<file path="config.mk">
export PLATFORM = sky130hd
export DESIGN_NAME = debug_trace_buffer
export DESIGN_NICKNAME = d
export VERILOG_FILES = /design/src/rtl/debug_trace_buffer.sv
export SDC_FILE = /design/constraint.sdc
export NUM_CORES = 1
export LEC_CHECK = 0
export ABC_AREA = 0
export BUFFER_PORTS_ARGS = -buffer_cell sky130_fd_sc_hd__buf_2
export CAP_MARGIN = 20
export CORE_UTILIZATION = 55
export CTS_BUF_LIST = sky130_fd_sc_hd__clkbuf_8
export CTS_CLUSTER_SIZE = 25
export DETAILED_ROUTE_END_ITERATION = 10
export GPL_TIMING_DRIVEN = 0
export PLACE_DENSITY_LB_ADDON = 0.15
export RECOVER_POWER = 100
export SYNTH_ARGS = -nofsm -noshare
export SYNTH_HDL_FRONTEND = slang
export SYNTH_SLANG_ARGS = --single-unit
</file>
<file path="constraint.sdc">
create_clock -name clock -period 4.8 [get_ports clock]
set_clock_uncertainty 0.2 [all_clocks]
set_input_delay 0.72 -clock clock [delete_from_list [all_inputs] [get_ports clock]]
set_output_delay 0.72 -clock clock [all_outputs]
set_load 0.01 [all_outputs]
</file>
<file path="src/rtl/debug_trace_buffer.sv">
// debug_trace_buffer: triggered circular trace capture with oldest-first readout.
// Optional feature macro TRACE_TIMESTAMP_EN adds a 16-bit cycle counter and an rd_ts port.
module debug_trace_buffer #(
    parameter int DATA_W   = 16,
    parameter int DEPTH    = 64,
    parameter int PRE_TRIG = 16
) (
    input  logic                     clock,
    input  logic                     reset,
    input  logic                     sample_valid,
    input  logic [DATA_W-1:0]        sample_data,
    input  logic                     arm,
    input  logic [DATA_W-1:0]        trig_value,
    input  logic [DATA_W-1:0]        trig_mask,
    input  logic                     rd_req,
    output logic                     rd_valid,
    output logic [DATA_W-1:0]        rd_data,
`ifdef TRACE_TIMESTAMP_EN
    output logic [15:0]              rd_ts,
`endif
    output logic [1:0]               state,
    output logic [$clog2(DEPTH):0]   count
);

    localparam int AW = $clog2(DEPTH);
    localparam logic [AW-1:0] POST_INIT = AW'(DEPTH - PRE_TRIG - 1);
    localparam logic [AW:0]   FULL      = (AW+1)'(DEPTH);
    localparam logic [AW:0]   PRE_FILL  = (AW+1)'(PRE_TRIG);

    typedef enum logic [1:0] {
        IDLE  = 2'd0,
        ARMED = 2'd1,
        POST  = 2'd2,
        DONE  = 2'd3
    } state_t;

    state_t              state_q, state_d;
    logic [AW-1:0]       wr_ptr_q, wr_ptr_d;
    logic [AW-1:0]       rd_ptr_q, rd_ptr_d;
    logic [AW:0]         fill_q, fill_d;
    logic [AW-1:0]       post_q, post_d;
    logic                rd_valid_q, rd_valid_d;
    logic [DATA_W-1:0]   rd_data_q, rd_data_d;
    logic                wr_en;
    logic                match;
    logic [AW:0]         fill_inc;
    logic [DATA_W-1:0]   mem [DEPTH];

`ifdef TRACE_TIMESTAMP_EN
    logic [15:0]         ts_q, ts_d;
    logic [15:0]         rd_ts_q, rd_ts_d;
    logic [15:0]         ts_mem [DEPTH];
`endif

    // Next-state, pointer, fill and readout logic.
    // fill doubles as the unread-entry count: it grows while capturing and shrinks on reads.
    always_comb begin
        state_d    = state_q;
        wr_ptr_d   = wr_ptr_q;
        rd_ptr_d   = rd_ptr_q;
        fill_d     = fill_q;
        post_d     = post_q;
        rd_valid_d = 1'b0;
        rd_data_d  = rd_data_q;
        wr_en      = 1'b0;
        match      = ((sample_data ^ trig_value) & trig_mask) == '0;
        fill_inc   = (fill_q == FULL) ? fill_q : fill_q + 1'b1;
`ifdef TRACE_TIMESTAMP_EN
        ts_d       = ts_q + 16'd1;
        rd_ts_d    = rd_ts_q;
`endif
        case (state_q)
            IDLE: begin
                if (arm) begin
                    state_d  = ARMED;
                    wr_ptr_d = '0;
                    rd_ptr_d = '0;
                    fill_d   = '0;
                    post_d   = '0;
                end
            end
            ARMED: begin
                if (sample_valid) begin
                    wr_en    = 1'b1;
                    wr_ptr_d = wr_ptr_q + 1'b1;
                    fill_d   = fill_inc;
                    if (match && (fill_q >= PRE_FILL)) begin
                        post_d  = POST_INIT;
                        state_d = (POST_INIT == '0) ? DONE : POST;
                    end
                end
            end
            POST: begin
                if (sample_valid) begin
                    wr_en    = 1'b1;
                    wr_ptr_d = wr_ptr_q + 1'b1;
                    fill_d   = fill_inc;
                    post_d   = post_q - 1'b1;
                    if (post_q == AW'(1)) begin
                        state_d = DONE;
                    end
                end
            end
            DONE: begin
                if (arm) begin
                    state_d  = ARMED;
                    wr_ptr_d = '0;
                    rd_ptr_d = '0;
                    fill_d   = '0;
                    post_d   = '0;
                end else if (rd_req && (fill_q != '0)) begin
                    rd_valid_d = 1'b1;
                    rd_data_d  = mem[rd_ptr_q];
                    rd_ptr_d   = rd_ptr_q + 1'b1;
                    fill_d     = fill_q - 1'b1;
`ifdef TRACE_TIMESTAMP_EN
                    rd_ts_d    = ts_mem[rd_ptr_q];
`endif
                end
            end
            default: state_d = IDLE;
        endcase
        // Oldest entry is computed from the post-write pointer and fill; a full buffer gives rd_ptr = wr_ptr.
        if ((state_q != DONE) && (state_d == DONE)) begin
            rd_ptr_d = wr_ptr_d - fill_d[AW-1:0];
        end
    end

    // Control registers with synchronous reset.
    always_ff @(posedge clock) begin
        if (reset) begin
            state_q    <= IDLE;
            wr_ptr_q   <= '0;
            rd_ptr_q   <= '0;
            fill_q     <= '0;
            post_q     <= '0;
            rd_valid_q <= 1'b0;
            rd_data_q  <= '0;
`ifdef TRACE_TIMESTAMP_EN
            ts_q       <= '0;
            rd_ts_q    <= '0;
`endif
        end else begin
            state_q    <= state_d;
            wr_ptr_q   <= wr_ptr_d;
            rd_ptr_q   <= rd_ptr_d;
            fill_q     <= fill_d;
            post_q     <= post_d;
            rd_valid_q <= rd_valid_d;
            rd_data_q  <= rd_data_d;
`ifdef TRACE_TIMESTAMP_EN
            ts_q       <= ts_d;
            rd_ts_q    <= rd_ts_d;
`endif
        end
    end

    // Trace storage; contents are not reset.
    always_ff @(posedge clock) begin
        if (wr_en && !reset) begin
            mem[wr_ptr_q] <= sample_data;
`ifdef TRACE_TIMESTAMP_EN
            ts_mem[wr_ptr_q] <= ts_q;
`endif
        end
    end

    assign state    = state_q;
    assign count    = fill_q;
    assign rd_valid = rd_valid_q;
    assign rd_data  = rd_data_q;
`ifdef TRACE_TIMESTAMP_EN
    assign rd_ts    = rd_ts_q;
`endif

endmodule

</file>
# Yosys cells after proc, flatten, opt, wreduce, memory -nomap -nowiden
# Memory sizes are Yosys's and may differ from the RTL's. A register that Yosys moved wholly into a read port is not among the register bits.
# Cells that the tools add are included.
[op_classes] n_reduce_logical=16 addsub=6 order_cmp=1 mux=29 bitwise=4 eq_ne=17
[op_table] cell="6-bit 2-to-1 mux" count=9
[op_table] cell="7-bit 2-to-1 mux" count=5
[op_table] cell="6-bit case mux with 2 select lines" count=2
[op_table] cell="7-bit case mux with 3 select lines" count=1
[op_table] cell="6-bit case mux with 3 select lines" count=1
[op_table] cell="16-bit bitwise AND" count=1
[op_table] cell="16-bit zero test" count=1
[op_table] cell="16-bit XOR" count=1
[op_table] cell="6-bit by 1-bit adder with 6-bit output (second input constant)" count=2
[op_table] cell="2-bit inequality test (second input constant)" count=6
[op_table] cell="2-bit 2-to-1 mux" count=5
[op_table] cell="4-bit AND reduction" count=2
[op_table] cell="7-bit by 1-bit adder with 7-bit output (second input constant)" count=1
[op_table] cell="7-bit == test (second input constant)" count=1
[op_table] cell="7-bit by 5-bit greater-or-equal comparator with 1-bit output (second input constant)" count=1
[op_table] cell="7-bit nonzero test" count=1
[op_table] cell="7-bit by 1-bit subtractor with 7-bit output (second input constant)" count=1
[op_table] cell="2-bit == test (second input constant)" count=3
[op_table] cell="6-bit by 1-bit == test with 1-bit output (second input constant)" count=1
[op_table] cell="3-bit inequality test (second input constant)" count=2
[op_table] cell="2-bit case mux with 3 select lines" count=1
[op_table] cell="3-bit AND reduction" count=2
[op_table] cell="6-bit by 1-bit subtractor with 6-bit output (second input constant)" count=1
[op_table] cell="6-bit subtractor" count=1
[op_table] cell="11 further kinds" count=21
[totals] out_inout_bits=26 regBits=28 input_bits=53 mem_bits_rw=1024 n_memories=1 word_cells=81
[memory_table] memory="mem" words=64 word_bits=16 read_ports=1 rd_clocked_by_memory_dff=1 write_ports=1 line_no="47" text="logic [DATA_W-1:0] mem [DEPTH];"

# Longest topological paths before layout
# Gate-level depths: netlist of the first run.
[depth] depth_word=11 ltp_mapped=18

# Worst setup path after synthesis of the first run
# OpenSTA, ideal clock, no wires.
[synth_timing] path_kind="reg2reg" start="register fill_q[1] (netlist: count[1])" end="register rd_ptr_q[5]" stages_incl_launch_ff=18 path_buffers=0 required_time_ns=4.508 arrival_time_ns=3.377 period_less_slack_ns=3.669 path_slack_ns=1.131 cell_sequence="dfxtp_1 inv_1 ha_1 or3b_2 o21ai_0 o21ai_0 a22oi_1 nor2_1 a21oi_1 ha_1 nor2b_1 nor3_1 o21bai_1 a21oi_1 xor2_1 xnor2_1 o32a_1 o32ai_1"
[synth_between] elab_chain_len=9
[synth_lines] item="start, declared" line_no="40" text="logic [AW:0] fill_q, fill_d;"
[synth_lines] item="start signal, assigned" line_no="147" text="fill_q <= fill_d;"
[synth_lines] item="branches (longest 9 deep; another with 7-bit by 1-bit subtractor with 7-bit output)"
[synth_lines] item="end signal, assigned" line_no="146" text="rd_ptr_q <= rd_ptr_d;"
[synth_lines] item="end, declared" line_no="39" text="logic [AW-1:0] rd_ptr_q, rd_ptr_d;"
# Several ways; the timed one is not identified. The select of a mux whose other input is x is not followed.
# A chain may end at the register's enable or synchronous reset.

# Worst setup path in the final report of the first run
[layout_timing] start="register state_q[0] (netlist: state[0])" end="register rd_ptr_q[5]"
[layout_between] elab_chain_len=7
[layout_lines] item="start, declared" line_no="37" text="state_t state_q, state_d;"
[layout_lines] item="start signal, assigned" line_no="144" text="state_q <= state_d;"
[layout_lines] item="branches (longest 7 deep; another with 6-bit subtractor)"
# Several ways; the timed one is not identified.

==> results of run 1 <==
Yosys cell counts (8+ instances only):
master       n
nand3_1     10
buf_2       26
edfxtp_1  1024
clkbuf_1    61
ha_1        18
buf_1       12
nand3b_1     8
xor2_1      24
nand2_1     69
o21ai_0     16
dfxtp_1     44
mux4_2     336
nor2_1      97
nor2b_1     11
a22oi_1     10
a21oi_1     33
inv_1       14
per-layer routing:
layer | track usage (%) | wire length (um) | vias to the layer above
met5 | 0 | 0 | -
met4 | 8.755 | 2645 | 0
met3 | 4.617 | 7662 | 148
met2 | 40.49 | 47320 | 945
met1 | 37.64 | 40380 | 11090
li1 | - | - | 8621
state kept, by name, indices dropped and copies added, names as in the netlist:
signal    flops
count         7
mem        1024
post_q        6
rd_data      16
rd_ptr_q      6
rd_valid      1
state         2
wr_ptr_q      6
cell families after synthesis:
kind of cell | share of synthesized area (%)
flops | 75.40
fa+ha+maj | 0.5846
buf+inv | 1.124
compound gates | 1.581
mux | 18.21
simple gates | 2.532
xor+xnor | 0.5637
layout by cell type (no fill, tap or decap), types with 7 or more instances in the layout:
| cell type | count |
|---|---|
| ha_1 | 18 |
| nor2_1 | 97 |
| buf_1 | 12 |
| xor2_1 | 24 |
| nand3_1 | 10 |
| clkinv_2 | 16 |
| buf_2 | 60 |
| nor2b_1 | 11 |
| a22oi_1 | 10 |
| mux4_2 | 336 |
| nor3_1 | 7 |
| a21oi_1 | 33 |
| clkbuf_1 | 134 |
| buf_12 | 8 |
| nand2b_1 | 7 |
| dfxtp_1 | 44 |
| nand2_1 | 69 |
| o21ai_0 | 17 |
| clkbuf_8 | 170 |
| edfxtp_1 | 1024 |
| clkinv_1 | 38 |
| inv_1 | 66 |
| nand3b_1 | 8 |
power by group:
part | leakage [nW] | switching, mW | internal (mW)
clock | 1.74 | 3.50 | 3.49
sequential | 9.56 | 0.0534 | 10.3
combinational | 3.00 | 0.945 | 0.633
stage by stage:
step	instance area, sq um	instances	utilization, %	total power, mW	setup slack (ps)
after global placement	43540	2952	58.10	12.02	348.9
after global routing	46840	3289	62.50	19.48	42.83
after floorplan	41950	1907	-	11.47	1131
final	46850	3290	62.51	18.89	359.3
after detailed placement	44310	2988	59.12	12.09	484.6
after CTS	47340	3282	63.17	19.00	451.0
layout make-up:
type	count	area, sq um	share of cell area, %
Multi-Input combinational cell	724	9846	21.02
Buffer	101	419.2	0.8947
Clock buffer	170	2340	4.995
Tap cell	969	1212	2.588
Clock inverter	124	691.9	1.477
Inverter	14	52.55	0.1122
Antenna cell	2	5.005	0.01068
Sequential cell	1068	31630	67.52
Timing Repair Buffer	118	649.4	1.386
critical path, cell delays in order, from the launching register on:
cell and delay (ps):
dfxtp_1 520, inv_1 130, ha_1 440, clkbuf_1 440, o21ai_0 320, a21oi_1 210
a21oi_1 60, a211oi_1 270, a31oi_1 110, ha_1 380, o21ai_0 260, o21bai_1 100
a21oi_1 180, xor2_1 200, xnor2_1 90, o32a_1 190, o32ai_1 240
final timing paths:
| path | startpoint | to | slack [ps] | cells after the start |
|---|---|---|---|---|
| setup / recovery | state[0]$_SDFF_PP0_ | rd_ptr_q[5]$_SDFFE_PP0P_ | 360 | 16 |
| hold / removal | arm | count[0]$_SDFF_PP0_ | 180 | 3 |
| setup reg to reg | state[0]$_SDFF_PP0_ | rd_ptr_q[5]$_SDFFE_PP0P_ | 360 | 16 |
| hold reg to reg | rd_data[2]$_SDFFE_PP0P_ | rd_data[2]$_SDFFE_PP0P_ | 290 | 2 |
==> reports/metrics.yaml, run 1 <==
finish:
  drive_above_1_share_pct: 27.04
  final_nets: 2265
  area_growth_pct: 11.68
  fill_cells: 5169
cts:
  clockRootBuffer: "clkbuf_8"
  cts_buffers: 166
  cts_tree: "yes"
  h-tree-depth: 4
  post-cts-setup-buffers: 0
  numClockSinks: 1068
  clk_pin_slew_worst_paths_ps: 70
  insertion_delay_ps: 830
  clk_path_buf_depth: 3
  cts.repair.resized: 0
  ctsHoldBuffers: 0
routing:
  dr.pass1.iters: 7
  viasPerCell: 6.322
  ant_nets: 0
  wl_per_cell_um: 29.79
  drt_wl_total_um: 98010
  drcViolationCount: 0
  vias: 20800
  drt_iter0_drc: 2216
timing:
  grt_setup_unrepaired: "no"
  drv_slew: 1188
  fin_crit_sh_pct: 92.51
  clock.fmax_ghz: 0.2252
  hold_ws_ps: 182.0
  setup-violations-final: 0
  final.setup.tns_ps: 0
  hold_viol_final: 0
  max_slew_margin_pct: -62.55
  worst_pin_slew_ps: 2438
  period_minus_slack_ps: 4441
synth:
  synth.largest_area_cell: "edfxtp_1"
  synth_cells: 1907
  ys_seq_area_share_pct: 75.40
  synthDistinctLibCells: 56
  yosys_warnings: 0
  synth_nets: 1979
  synth-seq-cells: 1068
  async_flop_share_pct: 0
  syn_area_per_cell_sq_um: 22.00
  synth_edf_count: 1024
  syn_area_sq_mm: 0.04195
  ys.flop_type: "edfxtp_1"
  synth_top_cell_area_share_pct: 73.30
  yosys-top-cells-area: "edfxtp_1, mux4_2, dfxtp_1"
placement:
  port_buffers: 76
  place_congestion: 0.8921
  hpwlAfterDp_um: 66910
run:
  max_cap_violations: 55
floorplanning:
  fp.dieH_um: 278.2
  ioPinCount: 79
  rows: 100
  core_area_sq_mm: 0.07495
  start_util_pct: 55.97
  die_x_um: 278.2
  dieArea_sq_mm: 0.07738
outcome:
  status: "finished with violations"
  failed_checks: "max-capacitance violations, max-slew violations"
global_route:
  grt_max_degree: 66
  grt_util_all_layers_pct: 25.95
  grt_pass1_wl_um: 141900
  grt_pass1_vias: 20740
  antenna_found_initial: 2
  grt-ovfl-total: 0
setup_path:
  cp.required_ps: 5300
  end_kind: "flop"
  worstPathArrival_ps: 4940
  cp_max_fo: 10
  worst-setup-path-type: "flop to flop"
  start_kind: "flop"
power_and_ir_drop:
  ir_worst_vdd_mv: 0.2628
  power.leakage_nw: 14.30
  powerDensity_mw_per_mm2: 403.2
hold_path:
  min_path_type: "input port to flop"
Power figures use the tool's default switching activity.
==> run 2: changes to the inputs <==
Settings changed: MAX_ROUTING_LAYER from default to met4.
==> run 2 against run 1 <==
Compared with the run above:
- the flow still finishes with violations (max-capacitance violations, max-slew violations)
- wire length up 0.23%
- non-clock buffer count unchanged
- register-to-register slack about the same
- count of clock-buffer cells in the layout unchanged
- critical endpoint is now mem[48][3]$_DFFE_PP_
- clock power about the same
- critical path depth down 9
- maximum frequency about the same
- combinational power about the same
- highest routed layer unchanged
- cell count about the same
- final area about the same
- core utilization about the same
==> reports/metrics.yaml, run 2 (synthesis results as in run 1) <==
routing:
  ant_nets: 0  # unchanged
  dr.pass1.iters: 5  # was 7
  viasPerCell: 6.337  # was 6.322
  drt_iter0_drc: 2344  # was 2216
  drt_wl_total_um: 98230  # was 98010 um
  wl_per_cell_um: 29.87  # was 29.79 um
  vias: 20840  # was 20800
  drcViolationCount: 0  # unchanged
setup_path:
  r2r_setup_slack_ps: 360  # about the same
  crit_chain: "inv_1 > ha_1 > nand2_1 > nor3_1 > nand2_1 > nor2_1 > clkbuf_1"  # was inv_1 > ha_1 > clkbuf_1 > o21ai_0 > a21oi_1 > a21oi_1 > a211oi_1 > a31oi_1 > ha_1 > o21ai_0 > o21bai_1 > a21oi_1 > xor2_1 > xnor2_1 > o32a_1 > o32ai_1
  regToRegEndpoint: "mem[48][3]$_DFFE_PP_"  # was rd_ptr_q[5]$_SDFFE_PP0P_
  worstPathArrival_ps: 4680  # was 4940 ps
  end_kind: "flop"  # unchanged
  cp_max_fo: 9  # was 10
  worstRegToRegCells: 7  # was 16
  reg2reg_from: "state[0]$_SDFF_PP0_"  # unchanged
  critical-path-max-stage-delay_ps: 990  # was 520 ps
  start_kind: "flop"  # unchanged
  cp_common_cell: "nand2_1"  # was a21oi_1
  worst-setup-path-type: "flop to flop"  # unchanged
  worst_path_max_delay_cell: "nor2_1"  # was dfxtp_1
  cp.required_ps: 5040  # was 5300 ps
  crit_family: "simple AND/OR/NAND/NOR gates"  # was compound AO/OA/AOI/OAI gates
  critPathBufInv: 2  # unchanged
finish:
  final_nets: 2265  # unchanged
  drive_above_1_share_pct: 27.04  # unchanged
  largest_reg_flops: 1024  # unchanged
  area_growth_pct: 11.67  # was 11.68%
  layout_common_cells: "edfxtp_1, mux4_2, clkbuf_8"  # unchanged
  mostFrequentLayoutCell: "edfxtp_1"  # unchanged
  final_core_util_pct: 62.50  # was 62.51%
  layout.cells.non_filler: 3289  # was 3290
  largest-register: "mem"  # unchanged
power_and_ir_drop:
  ir_worst_vdd_mv: 0.2656  # was 0.2628 mV
  combPwrFrac_pct: 8.3  # was 8.4%
  total_power_mw: 18.90  # was 18.89 mW
  seqPwrFrac_pct: 54.6  # about the same
  p_sw_share_pct: 23.85  # was 23.82%
  powerDensity_mw_per_mm2: 403.4  # was 403.2 mW/mm^2
  power.leakage_nw: 14.30  # about the same
  p_int_mw: 14.39  # about the same
  power.switching_mw: 4.508  # was 4.500 mW
  p_clk_share_pct: 37.1  # was 37.0%
timing:
  setup-violations-final: 0  # unchanged
  hold_viol_final: 0  # unchanged
  hold_ws_ps: 171.5  # was 182.0 ps
  final.setup.tns_ps: 0  # unchanged
  worst_pin_slew_ps: 2582  # was 2438 ps
  fin_crit_sh_pct: 92.46  # was 92.51%
  clock.fmax_ghz: 0.2253  # was 0.2252 GHz
  drv_slew: 1172  # was 1188
  period_minus_slack_ps: 4438  # was 4441 ps
  max_slew_margin_pct: -72.13  # was -62.55%
  grt_setup_unrepaired: "no"  # unchanged
run:
  max_cap_violations: 53  # was 55
global_route:
  grt_max_degree: 66  # unchanged
  grt_pass1_wl_um: 141900  # about the same
  grt_pass1_vias: 20700  # was 20740
  antenna_found_initial: 1  # was 2
  grt_util_all_layers_pct: 26.79  # was 25.95%
  grt-ovfl-total: 0  # unchanged
cts:
  cts_tree: "yes"  # unchanged
  ctsHoldBuffers: 0  # unchanged
  insertion_delay_ps: 830  # about the same
  clk_pin_slew_worst_paths_ps: 60  # was 70 ps
  cts_buffers: 166  # unchanged
  h-tree-depth: 4  # unchanged
  clockRootBuffer: "clkbuf_8"  # unchanged
  cts.repair.resized: 0  # unchanged
  numClockSinks: 1068  # unchanged
  post-cts-setup-buffers: 0  # unchanged
  clk_path_buf_depth: 3  # unchanged
floorplanning:
  dieArea_sq_mm: 0.07738  # unchanged
  rows: 100  # unchanged
  start_util_pct: 55.97  # unchanged
  core_area_sq_mm: 0.07495  # unchanged
  ioPinCount: 79  # unchanged
  die_x_um: 278.2  # unchanged
  fp.dieH_um: 278.2  # unchanged
outcome:
  failed_checks: "max-capacitance violations, max-slew violations"  # unchanged
  status: "finished with violations"  # unchanged
hold_path:
  min-delay-start: "arm"  # unchanged
  hold_depth: 3  # unchanged
  min_path_type: "input port to flop"  # unchanged
  min_to: "count[0]$_SDFF_PP0_"  # unchanged
placement:
  port_buffers: 76  # unchanged
  dp_cells: 2988  # unchanged
  place_congestion: 0.9081  # was 0.8921
  hpwlAfterDp_um: 66910  # unchanged
==> run 2: cell count changes in the layout (fill, tap and decap cells not counted), sizes merged <==
cell / before / now
diode: 2 / 1
==> run 2: layout make-up <==
class,instances,area (sq um)
tap,969,1212
fill,5168,28100
buffer,101,419.2
clock buffer,170,2340
clock inverter,124,691.9
timing repair buffer,118,649.4
antenna,1,2.502
inverter,14,52.55
multi-input combinational,724,9844
sequential,1068,31630
==> run 2: layer usage <==
layer	GRT usage, %	wire length [um]	part of all wire [%]	vias up
met5	-	0	0	-
met4	8.627	2646	2.7	0
met3	4.626	8188	8.3	154
met2	40.35	47260	48	1031
met1	37.89	40140	41	11040
li1	-	-	-	8622
==> run 2: power groups by stage <==
stage | registers (mW) | logic [mW] | clock network, mW
global route | 10.3 | 1.68 | 7.49
detailed placement | 10.5 | 1.58 | 0
floorplan | 10.5 | 0.971 | 0
finish | 10.3 | 1.57 | 7.00
global placement | 10.5 | 1.51 | 0
CTS | 10.3 | 1.58 | 7.11
==> run 2: worst max path at each step <==
stage                              startpoint                        to  slack (ps)  cells past startpoint
after detailed placement  count[0]$_SDFF_PP0_  rd_ptr_q[5]$_SDFFE_PP0P_         480                     17
after global placement           sample_valid      mem[55][7]$_DFFE_PP_         350                      5
after floorplan           count[1]$_SDFF_PP0_  rd_ptr_q[5]$_SDFFE_PP0P_        1130                     17
after CTS                 state[0]$_SDFF_PP0_  rd_ptr_q[5]$_SDFFE_PP0P_         450                     16
after global routing      count[0]$_SDFF_PP0_  rd_ptr_q[5]$_SDFFE_PP0P_          70                     17
final                     state[0]$_SDFF_PP0_      mem[48][3]$_DFFE_PP_         360                      7
==> run 2: worst register-to-register path: cells and delay by family, from the launching register on <==
family | cells | cell delay (ps)
adder cells (fa/ha/maj) | 1 | 440
buffers and inverters | 2 | 710
flip-flops | 1 | 510
AND/OR/NAND/NOR | 4 | 2200
==> run 2: metrics by stage <==
| stage | setup WS [ps] | instance area [sq um] |
|---|---|---|
| after global placement | 348.9 | 43540 |
| after detailed placement | 484.6 | 44310 |
| after global routing | 73.16 | 46840 |
| final | 361.9 | 46840 |
| after floorplan | 1131 | 41950 |
| after CTS | 451.0 | 47340 |
==> run 3: changes to the inputs <==
Settings changed: CORE_UTILIZATION 55 to 34.
Clock period 4.8 ns to 3.7 ns, I/O delays scaled along.
==> run 3 against run 2 <==
Compared with the run above:
- the run ends with max-capacitance violations, max-slew violations, negative setup slack left
- maximum frequency up 18%
- hold slack worse by 100 ps
- clock power increased by 43%
==> reports/metrics.yaml, run 3 (synthesis results as in run 1) <==
timing:
  period_minus_slack_ps: 3750  # was 4438 ps
  clock.fmax_ghz: 0.2667  # was 0.2253 GHz
  fin_ws_ps: -50.00  # was 361.9 ps
  max_slew_margin_pct: -66.65  # was -72.13%
  fin_crit_sh_pct: 101.4  # was 92.46%
  grt_setup_unrepaired: "yes"  # was no
  drv_slew: 598  # was 1172
  final.setup.tns_ps: -367.7  # was 0 ps
  setup-violations-final: 16  # was 0
  hold_ws_ps: 69.47  # was 171.5 ps
  worst_pin_slew_ps: 2500  # was 2582 ps
  hold_viol_final: 0  # unchanged
power_and_ir_drop:
  power.leakage_nw: 15.25  # was 14.30 nW
  ir_worst_vdd_mv: 0.3859  # was 0.2656 mV
  total_power_mw: 25.55  # was 18.90 mW
  powerDensity_mw_per_mm2: 516.4  # was 403.4 mW/mm^2
global_route:
  grt_max_degree: 66  # unchanged
  grt-ovfl-total: 0  # unchanged
  grt_util_all_layers_pct: 18.86  # was 26.79%
  antenna_found_initial: 9  # was 1
  grt_pass1_vias: 21880  # was 20700
  grt_pass1_wl_um: 161900  # was 141900 um
finish:
  drive_above_1_share_pct: 36.37  # was 27.04%
  fill_cells: 10890  # was 5168
  final_nets: 2332  # was 2265
  layout_common_cells: "edfxtp_1, mux4_2, clkbuf_8"  # unchanged
  area_growth_pct: 17.93  # was 11.67%
  largest-register: "mem"  # unchanged
  layout.cells.non_filler: 4024  # was 3289
  multi_input_comb_area_sq_mm: 0.01017  # was 0.009844 sq mm
  seq_area_sq_mm: 0.03164  # was 0.03163 sq mm
  mostFrequentLayoutCell: "edfxtp_1"  # unchanged
  largest_reg_flops: 1024  # unchanged
setup_path:
  cp_max_fo: 11  # was 9
  crit_chain: "inv_1 > ha_2 > nand2_1 > nor3b_1 > nand2_1 > nor2_2 > buf_16"  # was inv_1 > ha_1 > nand2_1 > nor3_1 > nand2_1 > nor2_1 > clkbuf_1
  worst-setup-path-type: "flop to flop"  # unchanged
  cp.required_ps: 4020  # was 5040 ps
  worst_path_max_delay_cell: "nand2_1"  # was nor2_1
  cp_common_cell: "nand2_1"  # unchanged
  end_kind: "flop"  # unchanged
  worstPathArrival_ps: 4070  # was 4680 ps
  critical-path-max-stage-delay_ps: 740  # was 990 ps
  start_kind: "flop"  # unchanged
routing:
  ant_nets: 0  # unchanged
  vias: 20840  # about the same
  drcViolationCount: 0  # unchanged
  drt_iter0_drc: 1876  # was 2344
  wl_per_cell_um: 28.06  # was 29.87 um
  viasPerCell: 5.180  # was 6.337
  drt_wl_total_um: 112900  # was 98230 um
  dr.pass1.iters: 7  # was 5
cts:
  cts_tree: "yes"  # unchanged
  clk_path_buf_depth: 3  # unchanged
  h-tree-depth: 4  # unchanged
  cts_buffers: 179  # was 166
  insertion_delay_ps: 860  # was 830 ps
  clk_pin_slew_worst_paths_ps: 60  # about the same
  clockRootBuffer: "clkbuf_8"  # unchanged
  numClockSinks: 1068  # unchanged
floorplanning:
  start_util_pct: 34.37  # was 55.97%
  fp.dieH_um: 353.3  # was 278.2 um
  dieArea_sq_mm: 0.1248  # was 0.07738 sq mm
  rows: 128  # was 100
  ioPinCount: 79  # unchanged
  core_area_sq_mm: 0.1220  # was 0.07495 sq mm
  die_x_um: 353.3  # was 278.2 um
placement:
  dp_cells: 3682  # was 2988
  hpwlAfterDp_um: 76500  # was 66910 um
  place_congestion: 0.8384  # was 0.9081
  port_buffers: 76  # unchanged
outcome:
  failed_checks: "max-capacitance violations, max-slew violations, negative setup slack"  # was max-capacitance violations, max-slew violations
  status: "finished with violations"  # unchanged
run:
  max_cap_violations: 12  # was 53
hold_path:
  min_path_type: "input port to flop"  # unchanged
-- run 3: cell count changes in the layout (fill, tap and decap cells not counted), moves of 20 or more --
cell,delta
buf_4,+24
buf_2,+20
nor2_1,-64
clkbuf_1,-91
buf_8,+51
nor2_2,+53
clkbuf_2,+27
-- run 3: metrics by stage --
step	cell area, sq um	utilization, %	worst slack [ps]
6_report	49470	40.54	-50.00
5_1_grt	49470	40.53	-164.7
4_1_cts	49380	40.46	-101.5
3_5_place_dp	45740	37.48	-832.8
3_3_place_gp	44360	36.35	-897.1
2_1_floorplan	41950	-	30.53
-- run 3: final timing paths --
path                                 from                 endpoint  slack [ps]  cells past startpoint
setup / recovery      state[1]$_SDFF_PP0_     mem[41][8]$_DFFE_PP_         -50                      7
hold / removal                     rd_req    count[6]$_SDFFE_PP0P_          70                      5
setup reg to reg      state[1]$_SDFF_PP0_     mem[41][8]$_DFFE_PP_         -50                      7
hold reg to reg   rd_data[6]$_SDFFE_PP0P_  rd_data[6]$_SDFFE_PP0P_         350                      2
-- run 3: what timing repair did --
item,CTS,global route
setup buffers,5,11
resized for setup,72,38
endpoints found under the setup margin,248,198
hold endpoints to repair,78,0
pin swaps,2,14
hold buffers,6,0
-- run 3: critical path: cells and delay by family (launching register included) --
| kind | cells | cell delay, ps |
|---|---|---|
| fa+ha+maj | 1 | 390 |
| buf+inv | 2 | 310 |
| flops | 1 | 410 |
| simple gates | 4 | 2100 |
-- run 3: layer usage --
layer	GRT usage, %	wire, um	up-vias
met2	29.39	54750	612
met4	5.264	2401	0
met3	2.930	5657	156
li1	-	-	8759
met1	25.71	50120	11320
met5	-	0	-
-- run 3: area by class of cell --
| class | instances | area share (%) |
|---|---|---|
| repair buffers | 173 | 3.392 |
| multi-input cells | 724 | 20.56 |
| diodes | 4 | 0.02023 |
| inverters | 14 | 0.1163 |
| flip-flops and latches | 1068 | 63.97 |
| plain buffers | 100 | 1.034 |
| well taps | 1625 | 4.110 |
| clock inverters | 130 | 1.626 |
| clock buffers | 186 | 5.175 |
-- run 3: power breakdown --
part	total, mW	switching (mW)	internal, mW
logic	2.17	1.30	0.874
registers	13.4	0.0655	13.3
clock network	9.98	4.76	5.22
total	25.5	6.13	19.4
